### config.mk
export PLATFORM = sky130hd
export DESIGN_NAME = instruction_fetch_queue_flat
export DESIGN_NICKNAME = d
export VERILOG_FILES = /design/src/rtl/instruction_fetch_queue_if.sv /design/src/rtl/instruction_fetch_queue.sv /design/src/flat_wrapper.sv
export SDC_FILE = /design/constraint.sdc
export NUM_CORES = 1
export LEC_CHECK = 0
export CORE_ASPECT_RATIO = 0.9
export CORE_MARGIN = 2
export CORE_UTILIZATION = 30
export CTS_BUF_LIST = sky130_fd_sc_hd__clkbuf_4 sky130_fd_sc_hd__clkbuf_8
export CTS_CLUSTER_DIAMETER = 80
export CTS_CLUSTER_SIZE = 24
export DETAILED_ROUTE_END_ITERATION = 16
export GPL_TIMING_DRIVEN = 0
export SETUP_SLACK_MARGIN = 0.02
export SYNTH_ARGS = -nofsm -noshare
export SYNTH_HDL_FRONTEND = slang
export SYNTH_SLANG_ARGS = --single-unit
### constraint.sdc
create_clock -name clock -period 3.7 [get_ports clock]
set_clock_uncertainty 0.2 [all_clocks]
set_input_delay 0.555 -clock clock [delete_from_list [all_inputs] [get_ports clock]]
set_output_delay 0.555 -clock clock [all_outputs]
set_load 0.02 [all_outputs]
### src/rtl/instruction_fetch_queue_if.sv
// rtl/instruction_fetch_queue_if.sv - instruction memory read bus between fetch and memory
interface instruction_fetch_queue_if;
  logic        mem_req;
  logic [31:0] mem_addr;
  logic        mem_ack;
  logic [31:0] mem_rdata;

  modport master (output mem_req, output mem_addr, input mem_ack, input mem_rdata);
  modport slave  (input mem_req, input mem_addr, output mem_ack, output mem_rdata);
endinterface

### src/rtl/instruction_fetch_queue.sv
// rtl/instruction_fetch_queue.sv - fetch request FSM with PC/instruction FIFO feeding decode
module instruction_fetch_queue #(
  parameter int DEPTH = 4
) (
  input  logic                      clock,
  input  logic                      reset_n,
  input  logic [31:0]               pc_address,
  output logic                      pc_pause,
  input  logic                      flush,
  instruction_fetch_queue_if.master mem,
  output logic                      out_valid,
  input  logic                      out_ready,
  output logic [31:0]               out_instruction,
  output logic [31:0]               out_pc
);
  localparam int AW = $clog2(DEPTH);
  localparam logic [AW:0] FULL = (AW+1)'(DEPTH);

  // WAIT keeps the returning word, DRAIN throws away a wrong-path word
  typedef enum logic [1:0] {IDLE = 2'd0, WAIT = 2'd1, DRAIN = 2'd2} state_t;

  state_t        state;
  state_t        state_next;
  logic [AW:0]   count;
  logic [AW:0]   slots;
  logic [AW-1:0] wr_ptr;
  logic [AW-1:0] rd_ptr;
  logic [31:0]   fifo_instruction [DEPTH];
  logic [31:0]   fifo_pc          [DEPTH];
  logic          accept;
  logic          push;
  logic          pop;

  // An outstanding kept request reserves its slot; a same-cycle pop is not counted as free room
  assign slots     = count + {{AW{1'b0}}, state == WAIT};
  assign accept    = !flush && (slots < FULL) && ((state == IDLE) || ((state == WAIT) && mem.mem_ack));
  assign push      = (state == WAIT) && mem.mem_ack && !flush;
  assign pop       = out_valid && out_ready && !flush;
  // Pause is forced low on flush so the PC override always wins
  assign pc_pause  = !accept && !flush;
  assign out_valid = (count != '0);
  assign out_instruction = fifo_instruction[rd_ptr];
  assign out_pc          = fifo_pc[rd_ptr];

  // Next request state from accept, ack and flush
  always_comb begin
    state_next = state;
    case (state)
      IDLE:    if (accept) state_next = WAIT;
      WAIT: begin
        if (mem.mem_ack)  state_next = accept ? WAIT : IDLE;
        else if (flush)   state_next = DRAIN;
      end
      DRAIN:   if (mem.mem_ack) state_next = IDLE;
      default: state_next = IDLE;
    endcase
  end

  // State register and registered memory request; address only moves on accept
  always_ff @(posedge clock or negedge reset_n) begin
    if (!reset_n) begin
      state        <= IDLE;
      mem.mem_req  <= 1'b0;
      mem.mem_addr <= '0;
    end else begin
      state       <= state_next;
      mem.mem_req <= (state_next != IDLE);
      if (accept) mem.mem_addr <= pc_address;
    end
  end

  // FIFO occupancy and pointers; flush empties the queue and overrides push/pop
  always_ff @(posedge clock or negedge reset_n) begin
    if (!reset_n) begin
      count  <= '0;
      wr_ptr <= '0;
      rd_ptr <= '0;
    end else if (flush) begin
      count  <= '0;
      wr_ptr <= '0;
      rd_ptr <= '0;
    end else begin
      if (push) wr_ptr <= wr_ptr + AW'(1);
      if (pop)  rd_ptr <= rd_ptr + AW'(1);
      if (push && !pop)      count <= count + (AW+1)'(1);
      else if (!push && pop) count <= count - (AW+1)'(1);
    end
  end

  // FIFO storage: returned word tagged with the address it was fetched from
  always_ff @(posedge clock) begin
    if (push) begin
      fifo_instruction[wr_ptr] <= mem.mem_rdata;
      fifo_pc[wr_ptr]          <= mem.mem_addr;
    end
  end
endmodule

### src/flat_wrapper.sv
// flat-port wrapper written by rule: the top's interface ports become plain ports
module instruction_fetch_queue_flat 
#(
  parameter int DEPTH = 4
)
  (clock, reset_n, pc_address, pc_pause, flush, out_valid, out_ready, out_instruction, out_pc, mem_mem_req, mem_mem_addr, mem_mem_ack, mem_mem_rdata);
  instruction_fetch_queue_if mem_i ();
  input  logic clock;
  input  logic reset_n;
  input  logic [31:0] pc_address;
  output logic pc_pause;
  input  logic flush;
  output logic out_valid;
  input  logic out_ready;
  output logic [31:0] out_instruction;
  output logic [31:0] out_pc;
  output wire logic [$bits(mem_i.mem_req)-1:0] mem_mem_req;
  output wire logic [$bits(mem_i.mem_addr)-1:0] mem_mem_addr;
  input wire logic [$bits(mem_i.mem_ack)-1:0] mem_mem_ack;
  input wire logic [$bits(mem_i.mem_rdata)-1:0] mem_mem_rdata;
  assign mem_mem_req = mem_i.mem_req;
  assign mem_mem_addr = mem_i.mem_addr;
  assign mem_i.mem_ack = mem_mem_ack;
  assign mem_i.mem_rdata = mem_mem_rdata;
  instruction_fetch_queue #(.DEPTH(DEPTH)) u_core (.clock(clock), .reset_n(reset_n), .pc_address(pc_address), .pc_pause(pc_pause), .flush(flush), .mem(mem_i), .out_valid(out_valid), .out_ready(out_ready), .out_instruction(out_instruction), .out_pc(out_pc));
endmodule
==> results of run 1 <==
==> worst max-delay path by stage <==
stage,to,slack [ns],startpoint,cells past startpoint
after floorplan,u_core.fifo_instruction[0][0]$_DFFE_PP_,0.68,flush,2
after global placement,u_core.fifo_instruction[3][0]$_DFFE_PP_,-1.42,mem_mem_ack,3
after detailed placement,out_pc[7],0.51,u_core.rd_ptr[1]$_DFFE_PN0P_,4
after CTS,out_instruction[7],0.03,u_core.rd_ptr[1]$_DFFE_PN0P_,4
after global routing,out_pc[27],0.03,u_core.rd_ptr[0]$_DFFE_PN0P_,4
final,out_instruction[20],0.27,u_core.rd_ptr[0]$_DFFE_PN0P_,4
==> synth_stat cells, types with 2 or more instances <==
master and instances:
sky130_fd_sc_hd__a21oi_1 5, sky130_fd_sc_hd__dfrtp_1 42, sky130_fd_sc_hd__mux2_2 30, sky130_fd_sc_hd__nand2_1 3, sky130_fd_sc_hd__xor2_1 2, sky130_fd_sc_hd__inv_1 5, sky130_fd_sc_hd__nand3_1 3, sky130_fd_sc_hd__nor2_1 10
sky130_fd_sc_hd__and3_1 4, sky130_fd_sc_hd__or3_1 2, sky130_fd_sc_hd__buf_2 10, sky130_fd_sc_hd__buf_4 3, sky130_fd_sc_hd__and2_1 2, sky130_fd_sc_hd__buf_1 3, sky130_fd_sc_hd__clkbuf_1 4, sky130_fd_sc_hd__xnor2_1 3
sky130_fd_sc_hd__o21ai_0 4, sky130_fd_sc_hd__ha_1 4, sky130_fd_sc_hd__buf_6 3, sky130_fd_sc_hd__edfxtp_1 256, sky130_fd_sc_hd__mux4_2 64, sky130_fd_sc_hd__mux2_1 2
==> timing repair <==
action / in CTS / in global routing
endpoints found under the setup margin: 28 / 37
hold buffers: 1 / 0
pin swaps: 0 / 0
gates resized for setup: 4 / 6
hold endpoints to repair: 42 / 0
==> power breakdown <==
| part | switching (µW) | leakage [µW] | internal (µW) |
|---|---|---|---|
| sequential | 295 | 0.00281 | 4120 |
| clock | 982 | 0.000181 | 597 |
| combinational | 1510 | 0.00144 | 1610 |
| total | 2780 | 0.00443 | 6320 |
==> layer usage <==
metal | vias up | part of all wire, %
met4 | 0 | 2.2
met5 | - | 0
li1 | 2339 | -
met1 | 2805 | 46
met2 | 108 | 48
met3 | 20 | 4.3
==> state kept, by name, summed over array words and instances (netlist names) <==
name	cells
u_core.state	2
u_core.mem.mem_req	1
u_core.mem.mem_addr	32
u_core.rd_ptr	2
u_core.wr_ptr	2
u_core.count	3
u_core.fifo_instruction	128
u_core.fifo_pc	128
==> layout make-up <==
type / instances / area share [%]
clock buffers: 25 / 2.17
repair buffers: 173 / 13.0
multi-input cells: 153 / 16.0
flip-flops and latches: 298 / 63.0
inverters: 5 / 0.135
plain buffers: 23 / 1.07
clock inverters: 3 / 0.280
well taps: 476 / 4.30
==> kinds of logic after synthesis <==
group | after synthesis | share of synthesized area [%]
multiplexers | 97 | 16.3
flip-flops | 298 | 78.8
buffers and inverters | 28 | 1.37
AND/OR/NAND/NOR | 30 | 1.44
XOR/XNOR | 5 | 0.395
AO/OA/AOI/OAI | 16 | 1.02
adder cells (fa/ha/maj) | 5 | 0.632
==> through the flow <==
stage	setup slack [ns]	instances	area, µm²	setup TNS (ns)	hold WS [ns]
global route	0.0277	1156	13900	0	0.209
floorplan	0.679	479	11100	0	0.0594
finish	0.272	1156	13900	0	0.232
CTS	0.0334	1156	13900	0	0.202
detailed placement	0.513	1127	13500	0	0.273
global placement	-1.42	1122	13400	-359.80	0.333
==> impl_metrics.csv, run 1 <==
group,metric,value,unit
yosys,post_synth_inst_count,479,
drt,finalWirelength,22800,µm
drt,via_count,5272,
floorplanning,num_rows,66,
finish,antenna_cells,0,
worst_setup_path,regToRegEndpoint,"u_core.fifo_instruction[0][0]$_DFFE_PP_",
finish,finalNetCount,744,
worst_setup_path,crit_path_max_fanout,10,
drt,detail_route.vias_per_cell,4.56,
worst_setup_path,timing.critical_path.from_type,"register",
drt,routedWlPerCell,19.7,µm
floorplanning,ios,168,
yosys,synth-edff-count,256,
yosys,post-synth-top-area-fraction,69.3,%
floorplanning,design.core.area,36300,µm²
power,fin_total_pwr,9110,µW
floorplanning,total_die_area,38500,µm²
finish,final_core_util,38.2,%
yosys,post_synth_num_cell_types,37,
worst_setup_path,worst_ep_arrival_time,2.67,ns
place,count_of_buffers_inserted_at_the_top_level_ports,167,
yosys,leading_register_cell_type_out_of_synthesis,"sky130_fd_sc_hd__edfxtp_1",
yosys,async_flop_share,14.1,%
timing,max_clock_freq,292,MHz
worst_setup_path,r2r_setup_slack,1.34,ns
global_route,antenna_found_initial,0,
global_route,grt_remaining_overflow,0,
floorplanning,dieWidth,207,µm
timing,timing.final.hold_violations,0,
yosys,synth-seq-cells,298,
timing,grt_setup_unrepaired,"false",
drt,first_iter_violations,224,
yosys,post_synth_main_area_contributors,"sky130_fd_sc_hd__edfxtp_1 69%, sky130_fd_sc_hd__mux4_2 13%, sky130_fd_sc_hd__dfrtp_1 9.5%",
global_route,globalRouteMet3Util,1.94,%
global_route,grt_start_max_net_pins,35,
global_route,grt_pass1_wl,34400,µm
place,final_gp_congestion,0.683,
floorplanning,initial_utilization,30.6,%
power,power_density,657,nW/µm²
yosys,synth.largest_area_cell,"sky130_fd_sc_hd__edfxtp_1",
worst_setup_path,regToRegStartpoint,"u_core.state[1]$_DFF_PN0_",
yosys,synth_fp_nets,553,
min_path,worstHoldPathType,"in2async",
yosys,netlist_area,11100,µm²
worst_setup_path,cp_endpoint_kind,"output port",
finish,flow.area_growth_from_synthesis,25.1,%
global_route,gr-max-usage-layer,"met2",
worst_setup_path,criticalPathCategory,"reg2out",
yosys,synth.avg_cell_area,23.1,µm²
yosys,synth-warning-count,0,
timing,period_share,92.7,%
drt,drtAntennaViolNets,0,
cts,cts_tree,"yes",
worst_setup_path,crit_chain,"buf_4 -> clkbuf_4 -> mux4_2 -> clkdlybuf4s50_1",
timing,slew_violations,0,
cts,clkSinkCount,298,
finish,final_common_cell,"sky130_fd_sc_hd__edfxtp_1",
timing,layout_min_cycle_time,3.43,ns
cts,cts_setup_buffers,0,
worst_setup_path,worst-endpoint-required,2.94,ns
cts,clk_transition_reported_paths,0.14,ns
global_route,grt_pass1_vias,5586,
cts,clkLatencyLatePin,0.56,ns
cts,cts_buffers,16,
finish,area.sequential,8740,µm²
finish,layout_common_cells,"256 x sky130_fd_sc_hd__edfxtp_1, 166 x sky130_fd_sc_hd__clkdlybuf4s50_1, 64 x sky130_fd_sc_hd__mux4_2",
global_route,groute.layer.met1.usage,16.5,%
worst_setup_path,worstRegToRegCells,3,
power,vdd_ir_drop_max,0.362,mV
cts,clock_tree.root_cell,"sky130_fd_sc_hd__clkbuf_8",
floorplanning,fp.dieH,186,µm
timing,slew_headroom,54.3,%
power,power.static_leakage,0.00443,µW
timing,finalSetupViolations,0,
cts,cts_buffer_depth,3,
worst_setup_path,slowest_stage,"sky130_fd_sc_hd__clkdlybuf4s50_1",
worst_setup_path,timing.critical_path.slowest_cell_delay,0.58,ns
status,run_status,"completed",
worst_setup_path,path_delay_family,"buffers and inverters",
flow_run,max-cap-violations,0,
place,hpwl,14200,µm
global_route,grt_util_met2,19.1,%
finish,fill_cells,3272,
finish,drive_above_1_share,22.8,%
finish,multi_input_comb_area,2220,µm²
worst_setup_path,timing.critical_path.buf_inv,3,
cts,ctsHtreeMaxLevel,1,
yosys,synth-seq-area-share,78.8,%
drt,drc,0,
timing,worst_pin_slew,0.686,ns
drt,firstDrtPassIters,4,
global_route,aggregate_global_route_resource_usage,11.7,%
Note: power is estimated with default switching activity, not from simulation.
==> run 2: changes to the inputs <==
Settings changed: CORE_MARGIN 2 to unset, CORE_UTILIZATION 30 to 25.
==> run 2 against run 1 <==
Sequential share of layout area fell by 1.2 points; setup slack got worse by 0.038 ns; combinational power rose by 1%; clock-buffer cell count rose by 1; non-clock buffer count did not move; sequential cell count did not move; global-route usage fell by 0.80 points; routed wire length rose by 8.4%; critical path type unchanged; largest cell class unchanged; largest power group unchanged; highest routed layer is now met5.
==> impl_metrics.csv, run 2 (same netlist as run 1, synthesis figures left out) <==
group,metric,value,unit
status,run_status,"completed",
floorplanning,total_die_area,45200,µm²
place,final_gp_congestion,0.688,
drt,finalWirelength,24700,µm
place,hpwl,15500,µm
finish,antenna_cells,0,
drt,drc,0,
worst_setup_path,worstRegToRegCells,3,
power,vdd_ir_drop_max,0.355,mV
global_route,grt_pass1_vias,5698,
drt,detail_route.vias_per_cell,4.15,
timing,timing.final.hold_violations,0,
cts,clkLatencyLatePin,0.61,ns
floorplanning,ios,168,
timing,layout_min_cycle_time,3.47,ns
worst_setup_path,slowest_stage,"sky130_fd_sc_hd__clkdlybuf4s50_1",
finish,reg_top3,"u_core.fifo_instruction x128, u_core.fifo_pc x128, u_core.mem.mem_addr x32",
place,count_of_buffers_inserted_at_the_top_level_ports,167,
worst_setup_path,path_delay_family,"buffers and inverters",
worst_setup_path,timing.critical_path.buf_inv,3,
min_path,worstHoldPathType,"in2async",
floorplanning,fp.dieH,202,µm
cts,cts_buffers,20,
worst_setup_path,crit_chain,"buf_4 -> buf_4 -> mux4_2 -> clkdlybuf4s50_1",
finish,finalNetCount,748,
finish,fill_cells,4192,
global_route,antenna_found_initial,1,
worst_setup_path,dominant_cell_type_by_count_on_the_critical_path,"sky130_fd_sc_hd__buf_4",
cts,clock_tree.root_cell,"sky130_fd_sc_hd__clkbuf_8",
cts,clk_transition_reported_paths,0.14,ns
power,fin_total_pwr,9440,µW
power,power_density,668,nW/µm²
power,power.static_leakage,0.00449,µW
timing,worst_pin_slew,0.863,ns
global_route,aggregate_global_route_resource_usage,10.9,%
floorplanning,design.core.area,43300,µm²
drt,via_count,5308,
timing,max_clock_freq,288,MHz
worst_setup_path,worst-path-stages,4,
cts,cts_tree,"yes",
timing,finalSetupViolations,0,
drt,drtAntennaViolNets,0,
finish,layout_common_cells,"256 x sky130_fd_sc_hd__edfxtp_1, 166 x sky130_fd_sc_hd__clkdlybuf4s50_1, 64 x sky130_fd_sc_hd__mux4_2",
worst_setup_path,worst_ep_arrival_time,2.71,ns
worst_setup_path,cp_endpoint_kind,"output port",
finish,drive_above_1_share,23.8,%
worst_setup_path,crit_path_max_fanout,10,
floorplanning,dieWidth,224,µm
global_route,grt_start_max_net_pins,51,
floorplanning,initial_utilization,25.6,%
cts,cts_buffer_depth,3,
global_route,grt_remaining_overflow,0,
drt,routedWlPerCell,19.3,µm
worst_setup_path,worst-endpoint-required,2.94,ns
cts,clkSinkCount,298,
drt,firstDrtPassIters,4,
timing,slew_violations,0,
worst_setup_path,criticalPathCategory,"reg2out",
timing,slew_headroom,42.5,%
finish,final_common_cell,"sky130_fd_sc_hd__edfxtp_1",
global_route,grt_pass1_wl,36800,µm
finish,flow.area_growth_from_synthesis,27.4,%
drt,first_iter_violations,321,
timing,grt_setup_unrepaired,"true",
worst_setup_path,timing.critical_path.slowest_cell_delay,0.57,ns
worst_setup_path,timing.critical_path.from_type,"register",
floorplanning,num_rows,72,
timing,fin_tns_setup,0,ns
cts,ctsHtreeMaxLevel,1,
flow_run,max-cap-violations,0,
timing,period_share,93.7,%
==> run 2: changes by cell type in the layout (fill, tap and decap cells not counted), sizes merged <==
cell	delta
inv	+5
clkbuf	-3
buf	+4
bufinv	-1
clkinv	+3
==> run 2: metal layers <==
layer / part of all wire (%) / wire (µm) / track usage, % / up-vias
met5: 0.069 / 17 / 0 / -
met4: 1.9 / 467 / 2.59 / 2
met3: 4.6 / 1150 / 2.41 / 28
met2: 48 / 11800 / 18.0 / 124
met1: 46 / 11300 / 14.7 / 2803
li1: - / - / - / 2351
==> run 2: cell type report <==
class,count,area (µm²),area share (%)
flip-flops and latches,298,8740,61.9
multi-input cells,153,2220,15.7
clock inverters,10,140,0.992
well taps,592,741,5.24
repair buffers,173,1790,12.7
inverters,5,18.8,0.133
clock buffers,26,327,2.31
plain buffers,23,153,1.08
==> run 2: report_power, final <==
group / switching (µW) / leakage [µW] / internal (µW)
combinational: 1540 / 0.00144 / 1610
clock: 1200 / 0.000237 / 658
sequential: 308 / 0.00281 / 4120
total: 3050 / 0.00449 / 6390
==> run 2: what timing repair did <==
| item | CTS | global route |
|---|---|---|
| hold buffers | 1 | 0 |
| setup endpoints to repair | 52 | 10 |
| endpoints found under the hold margin | 19 | 0 |
| resized for setup | 8 | 3 |
| buffers inserted | 0 | 0 |
==> run 2: final timing paths <==
check	startpoint	slack, ns	endpoint
setup reg to reg	u_core.state[1]$_DFF_PN0_	1.25	u_core.fifo_pc[2][0]$_DFFE_PP_
setup / recovery	u_core.rd_ptr[0]$_DFFE_PN0P_	0.23	out_instruction[16]
hold reg to reg	u_core.mem.mem_addr[0]$_DFFE_PN0N_	0.33	u_core.fifo_pc[0][0]$_DFFE_PP_
max in group asynchronous	reset_n	2.47	u_core.mem.mem_addr[1]$_DFFE_PN0N_
hold / removal	reset_n	0.23	u_core.mem.mem_addr[13]$_DFFE_PN0N_
min in group clock	u_core.mem.mem_addr[0]$_DFFE_PN0N_	0.33	u_core.fifo_pc[0][0]$_DFFE_PP_
==> run 2: worst register-to-register path, cell delays in order (launching register included) <==
cell	delay (ns)
sky130_fd_sc_hd__dfrtp_1	0.49
sky130_fd_sc_hd__nor2_1	0.40
sky130_fd_sc_hd__and3_4	0.68
sky130_fd_sc_hd__buf_12	0.32
==> run 2: per-stage QoR <==
step	area, µm²	utilization [%]	hold WS [ns]	worst slack [ns]	cells
2_1_floorplan	11100	-	0.0594	0.679	479
3_3_place_gp	13500	31.2	0.324	-1.52	1238
3_5_place_dp	13600	31.5	0.331	0.517	1243
4_1_cts	14100	32.6	0.209	0.0437	1280
5_1_grt	14100	32.6	0.266	0.00975	1280
6_report	14100	32.6	0.232	0.233	1280
